[src/rtl/ps2_device_tx_if.sv]
// Byte handshake and open-drain PS/2 line bundle for the device-side transmitter.
// The slave modport is the transmitter; the master modport is the byte source and the bus.
interface ps2_device_tx_if;
    logic [7:0] tx_data;
    logic       tx_valid;
    logic       tx_ready;
    logic       tx_done;
    logic       tx_abort;
    logic       busy;
    logic       ps2_clk_in;
    logic       ps2_dat_in;
    logic       ps2_clk_oe;
    logic       ps2_dat_oe;

    modport master (
        output tx_data, tx_valid, ps2_clk_in, ps2_dat_in,
        input  tx_ready, tx_done, tx_abort, busy, ps2_clk_oe, ps2_dat_oe
    );

    modport slave (
        input  tx_data, tx_valid, ps2_clk_in, ps2_dat_in,
        output tx_ready, tx_done, tx_abort, busy, ps2_clk_oe, ps2_dat_oe
    );
endinterface

[src/rtl/ps2_device_tx.sv]
// PS/2 device-side transmitter: serializes accepted bytes as 11-bit frames, generating
// the PS/2 clock itself and backing off (abort + full retransmit) on host inhibit.
module ps2_device_tx #(
    parameter int unsigned HALF_CYC     = 2000,
    parameter int unsigned IDLE_GAP_CYC = 2500
) (
    input logic            clk_clk,
    input logic            reset_reset,
    ps2_device_tx_if.slave bus
);

    typedef enum logic [2:0] {StIdle, StWait, StHigh, StLow, StDone} state_e;

    localparam int unsigned CntMax = (IDLE_GAP_CYC > HALF_CYC) ? IDLE_GAP_CYC : HALF_CYC;
    localparam int unsigned CntW   = $clog2(CntMax + 1);

    localparam logic [CntW-1:0] GapLast  = CntW'(IDLE_GAP_CYC - 1);
    localparam logic [CntW-1:0] HalfLast = CntW'(HALF_CYC - 1);
    localparam logic [CntW-1:0] HalfMid  = CntW'(HALF_CYC / 2);
    localparam logic [CntW-1:0] Settle   = CntW'(2);
    localparam logic [CntW-1:0] CntOne   = CntW'(1);

    state_e          state_q, state_d;
    logic [CntW-1:0] cnt_q, cnt_d;
    logic [3:0]      idx_q, idx_d;
    logic [10:0]     shift_q, shift_d;
    logic            clk_oe_q, clk_oe_d;
    logic            dat_oe_q, dat_oe_d;
    logic            abort_q, abort_d;
    logic [1:0]      clk_sync_q, dat_sync_q;
    logic            clk_s, dat_s;

    assign clk_s = clk_sync_q[1];
    assign dat_s = dat_sync_q[1];

    // Idle bus reads high, so the synchronizers reset to 1.
    always_ff @(posedge clk_clk or posedge reset_reset) begin
        if (reset_reset) begin
            clk_sync_q <= 2'b11;
            dat_sync_q <= 2'b11;
        end else begin
            clk_sync_q <= {clk_sync_q[0], bus.ps2_clk_in};
            dat_sync_q <= {dat_sync_q[0], bus.ps2_dat_in};
        end
    end

    always_ff @(posedge clk_clk or posedge reset_reset) begin
        if (reset_reset) begin
            state_q  <= StIdle;
            cnt_q    <= '0;
            idx_q    <= '0;
            shift_q  <= '0;
            clk_oe_q <= 1'b0;
            dat_oe_q <= 1'b0;
            abort_q  <= 1'b0;
        end else begin
            state_q  <= state_d;
            cnt_q    <= cnt_d;
            idx_q    <= idx_d;
            shift_q  <= shift_d;
            clk_oe_q <= clk_oe_d;
            dat_oe_q <= dat_oe_d;
            abort_q  <= abort_d;
        end
    end

    always_comb begin
        state_d  = state_q;
        cnt_d    = cnt_q;
        idx_d    = idx_q;
        shift_d  = shift_q;
        clk_oe_d = clk_oe_q;
        dat_oe_d = dat_oe_q;
        abort_d  = 1'b0;

        unique case (state_q)
            StIdle: begin
                cnt_d    = '0;
                idx_d    = '0;
                clk_oe_d = 1'b0;
                dat_oe_d = 1'b0;
                if (bus.tx_valid) begin
                    shift_d = {1'b1, ~^bus.tx_data, bus.tx_data, 1'b0};
                    state_d = StWait;
                end
            end
            StWait: begin
                clk_oe_d = 1'b0;
                dat_oe_d = 1'b0;
                if (clk_s && dat_s) begin
                    if (cnt_q == GapLast) begin
                        cnt_d   = '0;
                        idx_d   = '0;
                        state_d = StHigh;
                    end else begin
                        cnt_d = cnt_q + CntOne;
                    end
                end else begin
                    cnt_d = '0;
                end
            end
            StHigh: begin
                // The first two cycles still see the clock we were driving low.
                if (cnt_q >= Settle && !clk_s) begin
                    clk_oe_d = 1'b0;
                    dat_oe_d = 1'b0;
                    abort_d  = 1'b1;
                    cnt_d    = '0;
                    state_d  = StWait;
                end else begin
                    if (cnt_q == HalfMid) begin
                        dat_oe_d = ~shift_q[idx_q];
                    end
                    if (cnt_q == HalfLast) begin
                        cnt_d    = '0;
                        clk_oe_d = 1'b1;
                        state_d  = StLow;
                    end else begin
                        cnt_d = cnt_q + CntOne;
                    end
                end
            end
            StLow: begin
                if (cnt_q == HalfLast) begin
                    cnt_d    = '0;
                    clk_oe_d = 1'b0;
                    if (idx_q == 4'd10) begin
                        state_d = StDone;
                    end else begin
                        idx_d   = idx_q + 4'd1;
                        state_d = StHigh;
                    end
                end else begin
                    cnt_d = cnt_q + CntOne;
                end
            end
            StDone: begin
                clk_oe_d = 1'b0;
                dat_oe_d = 1'b0;
                state_d  = StIdle;
            end
            default: begin
                state_d = StIdle;
            end
        endcase
    end

    assign bus.tx_ready   = (state_q == StIdle);
    assign bus.tx_done    = (state_q == StDone);
    assign bus.tx_abort   = abort_q;
    assign bus.busy       = (state_q != StIdle);
    assign bus.ps2_clk_oe = clk_oe_q;
    assign bus.ps2_dat_oe = dat_oe_q;

endmodule

[src/flat_wrapper.sv]
// flat-port wrapper written by rule: the top's interface ports become plain ports
module ps2_device_tx_flat 
#(
    parameter int unsigned HALF_CYC     = 2000,
    parameter int unsigned IDLE_GAP_CYC = 2500
)
  (clk_clk, reset_reset, bus_tx_data, bus_tx_valid, bus_ps2_clk_in, bus_ps2_dat_in, bus_tx_ready, bus_tx_done, bus_tx_abort, bus_busy, bus_ps2_clk_oe, bus_ps2_dat_oe);
  ps2_device_tx_if bus_i ();
  input logic clk_clk;
  input logic reset_reset;
  input wire logic [$bits(bus_i.tx_data)-1:0] bus_tx_data;
  input wire logic [$bits(bus_i.tx_valid)-1:0] bus_tx_valid;
  input wire logic [$bits(bus_i.ps2_clk_in)-1:0] bus_ps2_clk_in;
  input wire logic [$bits(bus_i.ps2_dat_in)-1:0] bus_ps2_dat_in;
  output wire logic [$bits(bus_i.tx_ready)-1:0] bus_tx_ready;
  output wire logic [$bits(bus_i.tx_done)-1:0] bus_tx_done;
  output wire logic [$bits(bus_i.tx_abort)-1:0] bus_tx_abort;
  output wire logic [$bits(bus_i.busy)-1:0] bus_busy;
  output wire logic [$bits(bus_i.ps2_clk_oe)-1:0] bus_ps2_clk_oe;
  output wire logic [$bits(bus_i.ps2_dat_oe)-1:0] bus_ps2_dat_oe;
  assign bus_i.tx_data = bus_tx_data;
  assign bus_i.tx_valid = bus_tx_valid;
  assign bus_i.ps2_clk_in = bus_ps2_clk_in;
  assign bus_i.ps2_dat_in = bus_ps2_dat_in;
  assign bus_tx_ready = bus_i.tx_ready;
  assign bus_tx_done = bus_i.tx_done;
  assign bus_tx_abort = bus_i.tx_abort;
  assign bus_busy = bus_i.busy;
  assign bus_ps2_clk_oe = bus_i.ps2_clk_oe;
  assign bus_ps2_dat_oe = bus_i.ps2_dat_oe;
  ps2_device_tx #(.HALF_CYC(HALF_CYC), .IDLE_GAP_CYC(IDLE_GAP_CYC)) u_core (.clk_clk(clk_clk), .reset_reset(reset_reset), .bus(bus_i));
endmodule
[config.mk]
export PLATFORM = sky130hd
export DESIGN_NAME = ps2_device_tx_flat
export DESIGN_NICKNAME = d
export VERILOG_FILES = /design/src/rtl/ps2_device_tx_if.sv /design/src/rtl/ps2_device_tx.sv /design/src/flat_wrapper.sv
export SDC_FILE = /design/constraint.sdc
export NUM_CORES = 1
export LEC_CHECK = 0
export CORE_UTILIZATION = 56
export DETAILED_ROUTE_END_ITERATION = 7
export PLACE_DENSITY = 0.89
export SYNTH_ARGS = -nofsm -noshare
export SYNTH_HDL_FRONTEND = slang
export SYNTH_SLANG_ARGS = --single-unit
[constraint.sdc]
create_clock -name clk_clk -period 2.9 [get_ports clk_clk]
set_clock_uncertainty 0.1 [all_clocks]
set_input_delay 0.435 -clock clk_clk [delete_from_list [all_inputs] [get_ports clk_clk]]
set_output_delay 0.435 -clock clk_clk [all_outputs]
set_load 0.005 [all_outputs]
; ---- Word level (Yosys, flattened, before mapping)
; Cells that the tools add are included.
; Widths: inputs -> output; s select.
[totals]
mem_count = 0
latch_bits = 0
word_cells = 74
ff_bits = 36
ram_bits = 0
inputBits = 13
mem_bits_ro = 0
[op_classes]
reduce_logical = 16
shifts = 0
n_eq_ne = 15
n_lt_le_gt_ge = 2
div = 0
n_addsub = 2
mul = 0
muxes = 29
bitwise = 1
[ops]
columns = operator, count
row1 = $mux 12, 4
row2 = $pmux 12 s4, 1
row3 = $mux 3, 7
row4 = $mux 4, 4
row5 = $add 12x1->12 const B, 1
row6 = $eq 12x10->1 const B, 1
row7 = $eq 12x11->1 const B, 1
row8 = $eq 12x12->1 const B, 1
row9 = $ge 12x2->1 const B, 1
row10 = $pmux 3 s4, 1
row11 = $pmux 4 s3, 1
row12 = $reduce_and 5->1, 2
row13 = $reduce_bool 3->1, 3
row14 = $mux 1, 8
row15 = $reduce_xnor 8->1, 1
row16 = $eq 3x2->1 const B, 2
row17 = $ne 2x1->1 const B, 3
row18 = $ne 3x1->1 const B, 2
row19 = $lt 4x5->1 const B, 1
row20 = $add 4x1->4 const B, 1
row21 = $bmux 1 s4, 1
row22 = $eq 4x4->1 const B, 1
row23 = $ne 2x2->1 const B, 2
row24 = $reduce_and 2->1, 2
row25 = other kinds (12), 13

; ---- Longest topological paths before layout
; Gate-level depths: netlist (run 1).
[logic_depth]
ltp_word = 6
depth_mapped = 8
ltp_nobuf = 7

; ---- Worst setup path before layout (run 1)
; No wires, ideal clock.
[synth_path]
path_kind = register to register
startpoint = reg u_core.cnt_q[1]
endpoint = reg u_core.idx_q[1]
arrival_ps = 1834
path_slack_ps = 892
path_buffers = 0
t_required_ps = 2726
path_stages_with_launch = 6
cell_sequence = dfrtp_1 -> ha_1 -> nand3_1 -> or4_4 -> or4_4 -> o21ai_2
[synth_via]
elab_chain_len = 3
word_cells_on_any_way = 5
[synth_lines]
columns = item, line
row1 = start: declaration, ps2_device_tx.sv:24  ; logic [CntW-1:0] cnt_q, cnt_d;
row2 = start signal: assignment, ps2_device_tx.sv:58  ; cnt_q <= cnt_d;
row3 = $eq 12x12->1 or $eq 12x11->1 (tied branches), "ps2_device_tx.sv:91, ps2_device_tx.sv:124"
row4 = $ne 2x1->1 (no line), n/a
row5 = $reduce_and 5->1 (no line) *, n/a
row6 = end signal: assignment, ps2_device_tx.sv:59  ; idx_q <= idx_d;
row7 = end: declaration, ps2_device_tx.sv:25  ; logic [3:0] idx_q, idx_d;
; Every way passes the cells marked *; elsewhere a longest branch is shown, timed or not.
; A chain may end at the register's enable or synchronous reset.

; ---- Worst setup path after layout (run 1)
[layout_path]
startpoint = reg u_core.state_q[2]
endpoint = out bus_tx_done
[layout_via]
elab_chain_len = 1
[layout_lines]
columns = item, line
row1 = start: declaration, ps2_device_tx.sv:23  ; state_e state_q, state_d;
row2 = start signal: assignment, ps2_device_tx.sv:49  ; state_q <= StIdle;
row3 = start signal: assignment, ps2_device_tx.sv:57  ; state_q <= state_d;
row4 = $eq 3x3->1, ps2_device_tx.sv:149  ; assign bus.tx_done = (state_q == StDone);
row5 = end: declaration, flat_wrapper.sv:16  ; output wire logic [$bits(bus_i.tx_done)-1:0] bus_tx_done;
; Every way passes these cells.

==> results of run 1 <==
-- Yosys cell counts (2+ instances only) --
| library cell | n |
|---|---|
| and3_1 | 3 |
| or4_4 | 2 |
| nand4_1 | 4 |
| ha_1 | 5 |
| o22ai_1 | 4 |
| dfrtp_1 | 32 |
| nor4_1 | 3 |
| nand3b_1 | 2 |
| clkbuf_1 | 8 |
| a21oi_1 | 5 |
| nor2_1 | 17 |
| nor4_2 | 2 |
| and2_1 | 2 |
| or2_2 | 2 |
| o21ai_1 | 7 |
| o31a_1 | 2 |
| o21ai_0 | 6 |
| xnor2_1 | 10 |
| xor2_1 | 2 |
| nor3b_1 | 2 |
| nand2b_1 | 2 |
| nor3_1 | 9 |
| inv_1 | 13 |
| dfstp_2 | 4 |
| nand3_1 | 9 |
| nand2_1 | 13 |
| mux2_2 | 10 |
| mux2i_1 | 2 |
-- cell families (layout without fill, tap and decap cells) --
kind of cell	Yosys count	count (layout)	synth area share
and+or+nand+nor	77	77	0.221
AOI/OAI and AO/OA	38	38	0.126
DFF	36	36	0.453
buffers and inverters	21	41	0.0394
muxes	13	13	0.0775
xor gates and xnor gates	12	12	0.0525
adders and majority gates	5	5	0.0313
-- worst max-delay path, delay by kind of cell, from the launching register on --
kind | cells | cell delay [ns]
DFF | 1 | 0.55
and+or+nand+nor | 1 | 0.25
buffers and inverters | 2 | 0.80
-- final cells by class --
cell class                      count  share of cell area
Tap cell                           46              0.0250
Inverter                           13              0.0212
Clock inverter                      3              0.0185
Sequential cell                    36               0.393
Clock buffer                        5              0.0163
Multi-Input combinational cell    145               0.441
Timing Repair Buffer               20              0.0847
-- power by group through the flow --
stage | logic [uW] | clock network [uW] | registers [uW]
after floorplan | 32.4 | 0 | 520
after global placement | 57.8 | 0 | 520
after detailed placement | 59.3 | 0 | 521
after CTS | 59.5 | 362 | 511
after global routing | 65.6 | 382 | 512
final | 58.7 | 358 | 511
-- worst paths after layout --
kind	to	slack, ns	cells after the start
max in group asynchronous	u_core.dat_sync_q[0]	1.99	3
max	bus_tx_done	0.41	3
min reg2reg	u_core.dat_sync_q[1]	0.26	0
min in group asynchronous	u_core.shift_q[7]	0.37	3
max reg2reg	u_core.idx_q[1]	0.73	5
min	u_core.dat_sync_q[1]	0.26	0
-- state kept, by name (all words and copies together), names as in the netlist --
signal,flops
u_core.clk_sync_q,2
u_core.shift_q,10
u_core.cnt_q,12
u_core.bus.ps2_dat_oe,1
u_core.state_q,3
u_core.bus.ps2_clk_oe,1
u_core.bus.tx_abort,1
u_core.idx_q,4
u_core.dat_sync_q,2
-- metrics by stage --
step / cell area [um^2] / hold WS [ns] / std cells
4_1_cts: 2300 / 0.264 / 268
6_report: 2300 / 0.261 / 268
3_3_place_gp: 2220 / 0.247 / 260
5_1_grt: 2300 / 0.266 / 268
3_5_place_dp: 2220 / 0.247 / 260
2_1_floorplan: 2000 / 0.245 / 202
-- routing by layer --
metal | track usage | wire length (um) | part of all wire
met5 | 0 | 0 | 0
met4 | 0.0921 | 68 | 0.017
met3 | 0.0621 | 189 | 0.046
met2 | 0.373 | 1950 | 0.47
met1 | 0.354 | 1900 | 0.46
==> results by group, run 1 <==
Place
  – DPL Wire Length: 2930 um
  – Setup WS pre-CTS: 0.748 ns
  – RD Place Congestion: 0.899
  – # port buffers: 18

Timing
  – TNS Setup: 0 ns
  – Worst Tran Pin Value: 0.484 ns
  – Fmax achieved: 402 MHz
  – Min Clock Period, post-route: 2.49 ns
  – Setup WS post-layout: 0.414 ns
  – Tcrit/Tclk final: 0.857
  – Slew Limit Fails: 0
  – Worst slew margin: 0.677
  – RSZ-0062 raised after global routing: no
  – Hold Violations, Final: 0
  – Final setup viols: 0

Power and ir drop
  – Reg power frac: 0.551
  – Max VDD drop: 0.347 mV
  – Clk pwr share: 0.386
  – Sw Ratio: 0.226
  – Logic pwr share: 0.063
  – P_sw: 210 uW
  – Internal power: 718 uW
  – Power per cell area: 403 nW/um^2
  – Total Power: 928 uW
  – LEAKAGE: 0.000936 uW

Synth
  – Number of synthesized flops with an enable pin: 0
  – Post-synth top area cell: dfrtp_1
  – Synth area leaders: dfrtp_1 40%, mux2_2 5.6%, dfstp_2 5.3%
  – Synth Register Bits: 36
  – Register area share after synthesis: 0.452
  – Synthesized Nets: 220
  – Syn. warnings: 0
  – Top FF cell, synth: dfrtp_1
  – Async SR Flop Fraction: 1.00
  – Syn Std Cell Area: 2000 um^2
  – Syn Area/Cell: 9.91 um^2
  – Yosys top cell area share: 0.400
  – Unique masters post-synth: 48
  – Synthesized instance count: 202

Clock tree
  – Cts bufs inserted: 5
  – Clock latency on the worst-skew pair: 0.35 ns
  – Hold buffer count at CTS: 0
  – H-tree depth: 2
  – CTS sink count: 36
  – Clk buf depth: 2
  – Worst-path clk slew: 0.11 ns
  – Root Buffer: clkbuf_4
  – PostCTS Resize Cnt: 0
  – CTS tree: done
  – Post-CTS Setup Inserts: 0

GRT
  – Initial antenna violation count: 0
  – Largest net degree at the start of global routing: 37
  – Total congestion overflow: 0
  – Vias in the first global route: 1461
  – First-pass GRT wire length: 6790 um
  – GRT Overall Usage: 0.250

Final layout
  – FF+latch area: 906 um^2
  – Layout area overhead: 15.1%
  – Nets@finish: 239
  – Layout cell share with drive strength beyond 1: 0.153
  – Core Util, Final: 0.680
  – # fillers: 261
  – Multi-input logic area: 1020 um^2
  – Most common cell after layout, fill and taps aside: dfrtp_1
  – Diodes inserted: 0
  – Most frequent cells in the layout: 32 x dfrtp_1, 18 x clkdlybuf4s50_1, 17 x nor2_1, 13 x nand2_1, 13 x inv_1

Worst setup path
  – WS Path Type: flip-flop to primary output
  – Worst Path Arrival: 1.95 ns
  – Critical Path Fanout Max: 11
  – Critical Path, Cell by Cell: inv_1 > nor3_1 > clkdlybuf4s50_1
  – CP max-delay cell: dfrtp_1
  – Slowest stage delay, CP: 0.55 ns
  – Crit start category: flip-flop
  – Critical Path RT: 2.37 ns
  – Crit Reg-Reg Startpoint: u_core.cnt_q[1]
  – Critical Path Sink Type: primary output
  – CP Launch Point: u_core.state_q[2]

Route
  – Drc violations: 0
  – DRT antenna net count: 0
  – Routed vias/inst: 5.92
  – WL per Instance: 15.3 um
  – Pre-antenna DRT Iters: 4
  – DRT Wirelength: 4110 um
  – 1st-iter DRT viols: 111
  – Routed vias: 1586

Floorplanning
  – Row count: 21
  – Die H: 61.8 um
  – Core ar.: 3390 um^2
  – IO Count: 19
  – Die span in x: 61.8 um
  – Die ar.: 3820 um^2
  – Initial core utilization: 0.591

Outcome
  – Status: finished clean

Worst hold path
  – Hold Crit Class: flip-flop to flip-flop
  – Worst hold start: u_core.dat_sync_q[0]

Flow run
  – Max_cap viols: 0
(Power assumes the default switching activity.)
==> run 2: changes to the inputs <==
Settings changed: CORE_UTILIZATION 56 to 62, DONT_BUFFER_PORTS set to 1, PLACE_DENSITY 0.89 to 0.76.
==> results by group, run 2 (synthesis results as in run 1) <==
Power and ir drop
  – Power per cell area: 395 nW/um^2 (was 403 nW/um^2)
  – Max VDD drop: 0.318 mV (was 0.347 mV)
  – LEAKAGE: 0.000862 uW (was 0.000936 uW)

Floorplanning
  – Core ar.: 3050 um^2 (was 3390 um^2)
  – Die ar.: 3460 um^2 (was 3820 um^2)
  – Die span in x: 58.8 um (was 61.8 um)
  – Die H: 58.8 um (was 61.8 um)
  – Initial core utilization: 0.656 (was 0.591)
  – IO Count: 19 (unchanged)
  – Row count: 20 (was 21)

Worst setup path
  – Critical Path Sink Type: primary output (unchanged)
  – Worst R2R Path Depth: 6 (was 5)
  – Critical Path, Cell by Cell: inv_1 > nor3_1 (was inv_1 > nor3_1 > clkdlybuf4s50_1)
  – Worst Path Arrival: 1.81 ns (was 1.95 ns)
  – CP max-delay cell: dfrtp_1 (unchanged)
  – CP top delay family: flip-flops (was buffers and inverters)
  – FF-to-FF End: u_core.idx_q[0] (was u_core.idx_q[1])
  – Slowest stage delay, CP: 0.78 ns (was 0.55 ns)
  – Critical Path Fanout Max: 20 (was 11)
  – Crit start category: flip-flop (unchanged)
  – Crit Reg-Reg Startpoint: u_core.cnt_q[1] (unchanged)
  – WS Path Type: flip-flop to primary output (unchanged)
  – Critical Path RT: 2.37 ns (about the same)
  – Buf/Inv on CP: 1 (was 2)
  – Setup slack of the most critical reg-to-reg path: 0.68 ns (was 0.73 ns)

Timing
  – Tcrit/Tclk final: 0.807 (was 0.857)
  – Hold Violations, Final: 0 (unchanged)
  – TNS Setup: 0 ns (unchanged)
  – RSZ-0062 raised after global routing: no (unchanged)
  – Worst slew margin: 0.439 (was 0.677)
  – Hold WS: 0.0257 ns (was 0.261 ns)
  – Final setup viols: 0 (unchanged)
  – Min Clock Period, post-route: 2.34 ns (was 2.49 ns)
  – Fmax achieved: 427 MHz (was 402 MHz)
  – Slew Limit Fails: 0 (unchanged)
  – Worst Tran Pin Value: 0.841 ns (was 0.484 ns)

Final layout
  – Biggest regs: u_core.cnt_q (12), u_core.shift_q (10), u_core.idx_q (4) (unchanged)
  – Layout area overhead: 5.56% (was 15.1%)
  – Nets@finish: 222 (was 239)
  – Max reg flops: 12 (unchanged)
  – Diodes inserted: 0 (unchanged)
  – Most common cell after layout, fill and taps aside: dfrtp_1 (unchanged)
  – Layout cell share with drive strength beyond 1: 0.151 (was 0.153)
  – Most flops, register: u_core.cnt_q (unchanged)
  – # fillers: 258 (was 261)
  – Most frequent cells in the layout: 32 x dfrtp_1, 17 x nor2_1, 13 x nand2_1, 13 x inv_1 (was 32 x dfrtp_1, 18 x clkdlybuf4s50_1, 17 x nor2_1, 13 x nand2_1, 13 x inv_1)

Clock tree
  – PostCTS Resize Cnt: 0 (unchanged)
  – Clk buf depth: 2 (unchanged)
  – CTS sink count: 36 (unchanged)
  – CTS tree: done (unchanged)
  – Cts bufs inserted: 5 (unchanged)
  – Clock latency on the worst-skew pair: 0.36 ns (was 0.35 ns)
  – Root Buffer: clkbuf_4 (unchanged)
  – Hold buffer count at CTS: 2 (was 0)
  – Worst-path clk slew: 0.11 ns (about the same)
  – H-tree depth: 2 (unchanged)
  – Post-CTS Setup Inserts: 0 (unchanged)

GRT
  – GRT Overall Usage: 0.266 (was 0.250)
  – Largest net degree at the start of global routing: 24 (was 37)
  – Vias in the first global route: 1434 (was 1461)
  – Total congestion overflow: 0 (unchanged)
  – Initial antenna violation count: 0 (unchanged)
  – First-pass GRT wire length: 6710 um (was 6790 um)

Route
  – DRT Wirelength: 3990 um (was 4110 um)
  – 1st-iter DRT viols: 97 (was 111)
  – Routed vias: 1520 (was 1586)
  – Drc violations: 0 (unchanged)
  – Routed vias/inst: 6.10 (was 5.92)
  – Pre-antenna DRT Iters: 4 (unchanged)
  – WL per Instance: 16.0 um (was 15.3 um)
  – DRT antenna net count: 0 (unchanged)

Outcome
  – Status: finished clean (unchanged)

Place
  – # port buffers: 0 (was 18)
  – DPL Wire Length: 2960 um (was 2930 um)
  – RD Place Congestion: 0.926 (was 0.899)

Worst hold path
  – Hold Crit Class: input port to async pin (was flip-flop to flip-flop)

Flow run
  – Max_cap viols: 0 (unchanged)
==> run 2: metal layers <==
layer | routed length [um] | global-route usage | vias up
met1 | 1830 | 0.372 | 725
met4 | 49 | 0.0816 | 0
li1 | - | - | 727
met3 | 271 | 0.0747 | 8
met5 | 0 | 0 | -
met2 | 1840 | 0.404 | 60
==> run 2: worst reg2reg max path, cell delays in order, from the launching register on <==
cell and delay, ns:
dfrtp_1 0.45, ha_1 0.24, nand3_1 0.22, nor4_2 0.47
a31oi_1 0.18, nor3b_2 0.34, a21oi_1 0.12
==> run 2: report_power, final <==
group,switching (uW),leakage (uW),internal [uW]
logic,24.0,0.000346,18.3
clock network,162,0.0000326,120
registers,3.25,0.000483,508
==> run 2: metrics by stage <==
stage	power (uW)	utilization	instance area, um^2	cells	worst slack (ns)
floorplan	552	-	2000	202	0.892
global placement	561	0.666	2030	239	0.807
detailed placement	562	0.666	2030	239	0.731
CTS	845	0.692	2110	249	0.542
global route	868	0.692	2110	249	0.400
finish	835	0.692	2110	249	0.559
==> run 2: area by class of cell <==
class                           count  area (um^2)  share of cell area
Sequential cell                    36          906               0.429
Tap cell                           44         55.1              0.0261
Timing Repair Buffer                3         27.5              0.0130
Inverter                           13         48.8              0.0231
Multi-Input combinational cell    145         1020               0.481
Clock buffer                        8         58.8              0.0278
==> run 2: how the worst max path moves through the flow <==
stage | start | to | slack (ns) | cells past startpoint
after CTS | u_core.state_q[2] | bus_tx_done | 0.54 | 2
final | u_core.state_q[2] | bus_tx_done | 0.56 | 2
after global placement | u_core.cnt_q[1] | u_core.idx_q[1] | 0.81 | 5
after detailed placement | u_core.cnt_q[1] | u_core.idx_q[0] | 0.73 | 6
after floorplan | u_core.cnt_q[1] | u_core.idx_q[1] | 0.89 | 5
after global routing | u_core.state_q[2] | bus_tx_done | 0.40 | 2
==> run 3: changes to the inputs <==
Settings changed: CORE_UTILIZATION 62 to 56, PLACE_DENSITY 0.76 to 0.72.
Clock period 2.9 ns to 2.1 ns, I/O delays scaled along.
==> results by group, run 3 (synthesis results as in run 1) <==
Outcome
  – Status: finished clean (unchanged)

Floorplanning
  – Core ar.: 3390 um^2 (was 3050 um^2)
  – Row count: 21 (was 20)
  – IO Count: 19 (unchanged)
  – Die H: 61.8 um (was 58.8 um)
  – Initial core utilization: 0.591 (was 0.656)
  – Die ar.: 3820 um^2 (was 3460 um^2)
  – Die span in x: 61.8 um (was 58.8 um)

Worst setup path
  – Worst Path Arrival: 2.25 ns (was 1.81 ns)
  – Buf/Inv on CP: 0 (was 1)
  – Critical Path Fanout Max: 6 (was 20)
  – Slowest stage delay, CP: 0.54 ns (was 0.78 ns)
  – CP top delay family: simple AND/OR/NAND/NOR gates (was flip-flops)
  – Worst R2R Path Depth: 5 (was 6)
  – Critical Path RT: 2.28 ns (was 2.37 ns)
  – Most frequent CP cell: or4_4
  – WS Path Type: flip-flop to flip-flop (was flip-flop to primary output)
  – Crit start category: flip-flop (unchanged)
  – CP max-delay cell: or4_4 (was dfrtp_1)
  – Setup slack of the most critical reg-to-reg path: 0.03 ns (was 0.68 ns)
  – FF-to-FF End: u_core.idx_q[1] (was u_core.idx_q[0])
  – Crit Reg-Reg Startpoint: u_core.cnt_q[1] (unchanged)
  – Critical Path Sink Type: flip-flop (was primary output)
  – Critical Path, Cell by Cell: ha_2 > nand3_2 > or4_4 > or4_4 > o21ai_2 (was inv_1 > nor3_1)

Clock tree
  – Worst-path clk slew: 0.11 ns (about the same)
  – H-tree depth: 2 (unchanged)
  – Clock latency on the worst-skew pair: 0.36 ns (about the same)
  – Clk buf depth: 2 (unchanged)
  – CTS tree: done (unchanged)
  – CTS sink count: 36 (unchanged)
  – Root Buffer: clkbuf_4 (unchanged)
  – Cts bufs inserted: 5 (unchanged)

Route
  – Pre-antenna DRT Iters: 4 (unchanged)
  – Routed vias: 1643 (was 1520)
  – WL per Instance: 16.5 um (was 16.0 um)
  – DRT antenna net count: 0 (unchanged)
  – 1st-iter DRT viols: 103 (was 97)
  – Routed vias/inst: 6.11 (was 6.10)
  – Drc violations: 0 (unchanged)
  – DRT Wirelength: 4430 um (was 3990 um)

GRT
  – First-pass GRT wire length: 7160 um (was 6710 um)
  – Total congestion overflow: 0 (unchanged)
  – GRT Overall Usage: 0.265 (was 0.266)
  – Initial antenna violation count: 0 (unchanged)
  – Largest net degree at the start of global routing: 37 (was 24)
  – Vias in the first global route: 1526 (was 1434)

Timing
  – TNS Setup: 0 ns (unchanged)
  – Fmax achieved: 483 MHz
  – Worst slew margin: 0.672 (was 0.439)
  – Final setup viols: 0 (unchanged)
  – Worst Tran Pin Value: 0.492 ns (was 0.841 ns)
  – Hold Violations, Final: 0 (unchanged)
  – Slew Limit Fails: 0 (unchanged)
  – Min Clock Period, post-route: 2.07 ns
  – Tcrit/Tclk final: 0.987
  – RSZ-0062 raised after global routing: yes (was no)
  – Hold WS: 0.0215 ns (was 0.0257 ns)

Final layout
  – Core Util, Final: 0.687 (was 0.692)
  – Final cell count without fillers: 269 (was 249)
  – Max reg flops: 12 (unchanged)
  – Most frequent cells in the layout: 30 x dfrtp_1, 17 x nor2_1, 13 x nand2_1, 13 x inv_1, 12 x buf_4 (was 32 x dfrtp_1, 17 x nor2_1, 13 x nand2_1, 13 x inv_1)
  – Layout area overhead: 16.2% (was 5.56%)
  – Most flops, register: u_core.cnt_q (unchanged)
  – Nets@finish: 240 (was 222)
  – Layout cell share with drive strength beyond 1: 0.238 (was 0.151)
  – Diodes inserted: 0 (unchanged)
  – # fillers: 255 (was 258)
  – Biggest regs: u_core.cnt_q (12), u_core.shift_q (10), u_core.idx_q (4) (unchanged)
  – Most common cell after layout, fill and taps aside: dfrtp_1 (unchanged)
  – Design Area, Final: 2330 um^2 (was 2110 um^2)

Power and ir drop
  – LEAKAGE: 0.000948 uW (was 0.000862 uW)
  – Max VDD drop: 0.419 mV (was 0.318 mV)
  – Power per cell area: 504 nW/um^2 (was 395 nW/um^2)

Place
  – # port buffers: 0 (unchanged)
  – Dpl cell area: 2100 um^2 (was 2030 um^2)
  – RD Place Congestion: 0.880 (was 0.926)
  – Cells after DPL: 249 (was 239)
  – DPL Wire Length: 3020 um (was 2960 um)

Flow run
  – Max_cap viols: 0 (unchanged)

Worst hold path
  – Hold path endpoint: u_core.shift_q[5]
  – Worst hold start: bus_tx_data[4]
  – Hold Crit Class: input port to flip-flop (was input port to async pin)
  – Hold-critical path depth: 1
[run 3: power by group]
group	internal, uW	leakage, uW	total (uW)	switching [uW]
Combinational	38.0	0.000440	75.9	37.9
Sequential	702	0.000480	707	5.11
Clock	132	0.0000274	390	259
[run 3: final cells by class]
| cell class | instances | area [um^2] | area share |
|---|---|---|---|
| Clock buffer | 5 | 37.5 | 0.0161 |
| Sequential cell | 36 | 908 | 0.390 |
| Multi-Input combinational cell | 145 | 1070 | 0.460 |
| Clock inverter | 3 | 23.8 | 0.0102 |
| Tap cell | 46 | 57.6 | 0.0247 |
| Inverter | 13 | 48.8 | 0.0210 |
| Timing Repair Buffer | 21 | 180 | 0.0774 |
[run 3: metal layers]
metal	vias up	track usage	wire (um)
met2	76	0.407	2110
met3	9	0.0787	318
met4	0	0.0825	64
met1	788	0.362	1940
met5	-	0	0
li1	770	-	-
[run 3: worst max-delay path by stage]
| stage | start | endpoint | slack [ns] | cells past startpoint |
|---|---|---|---|---|
| global route | u_core.cnt_q[1] | u_core.idx_q[1] | -0.04 | 5 |
| detailed placement | u_core.cnt_q[1] | u_core.idx_q[1] | 0.02 | 5 |
| global placement | u_core.cnt_q[1] | u_core.idx_q[1] | 0.08 | 5 |
| CTS | u_core.cnt_q[1] | u_core.idx_q[1] | 0.02 | 5 |
| finish | u_core.cnt_q[1] | u_core.idx_q[1] | 0.03 | 5 |
| floorplan | u_core.cnt_q[1] | u_core.idx_q[1] | 0.09 | 5 |
[run 3: what timing repair did]
item	CTS	global route
hold endpoints to repair	40	0
gates resized for setup	0	12
hold buffers	9	0
setup buffers	1	2
setup endpoints to repair	1	18
gates cloned	0	0
[run 3: stage by stage]
stage,setup WS (ns),total power [uW]
after floorplan,0.0920,763
after global placement,0.0785,774
after detailed placement,0.0236,777
after CTS,0.0199,1180
after global routing,-0.0402,1220
final,0.0280,1170
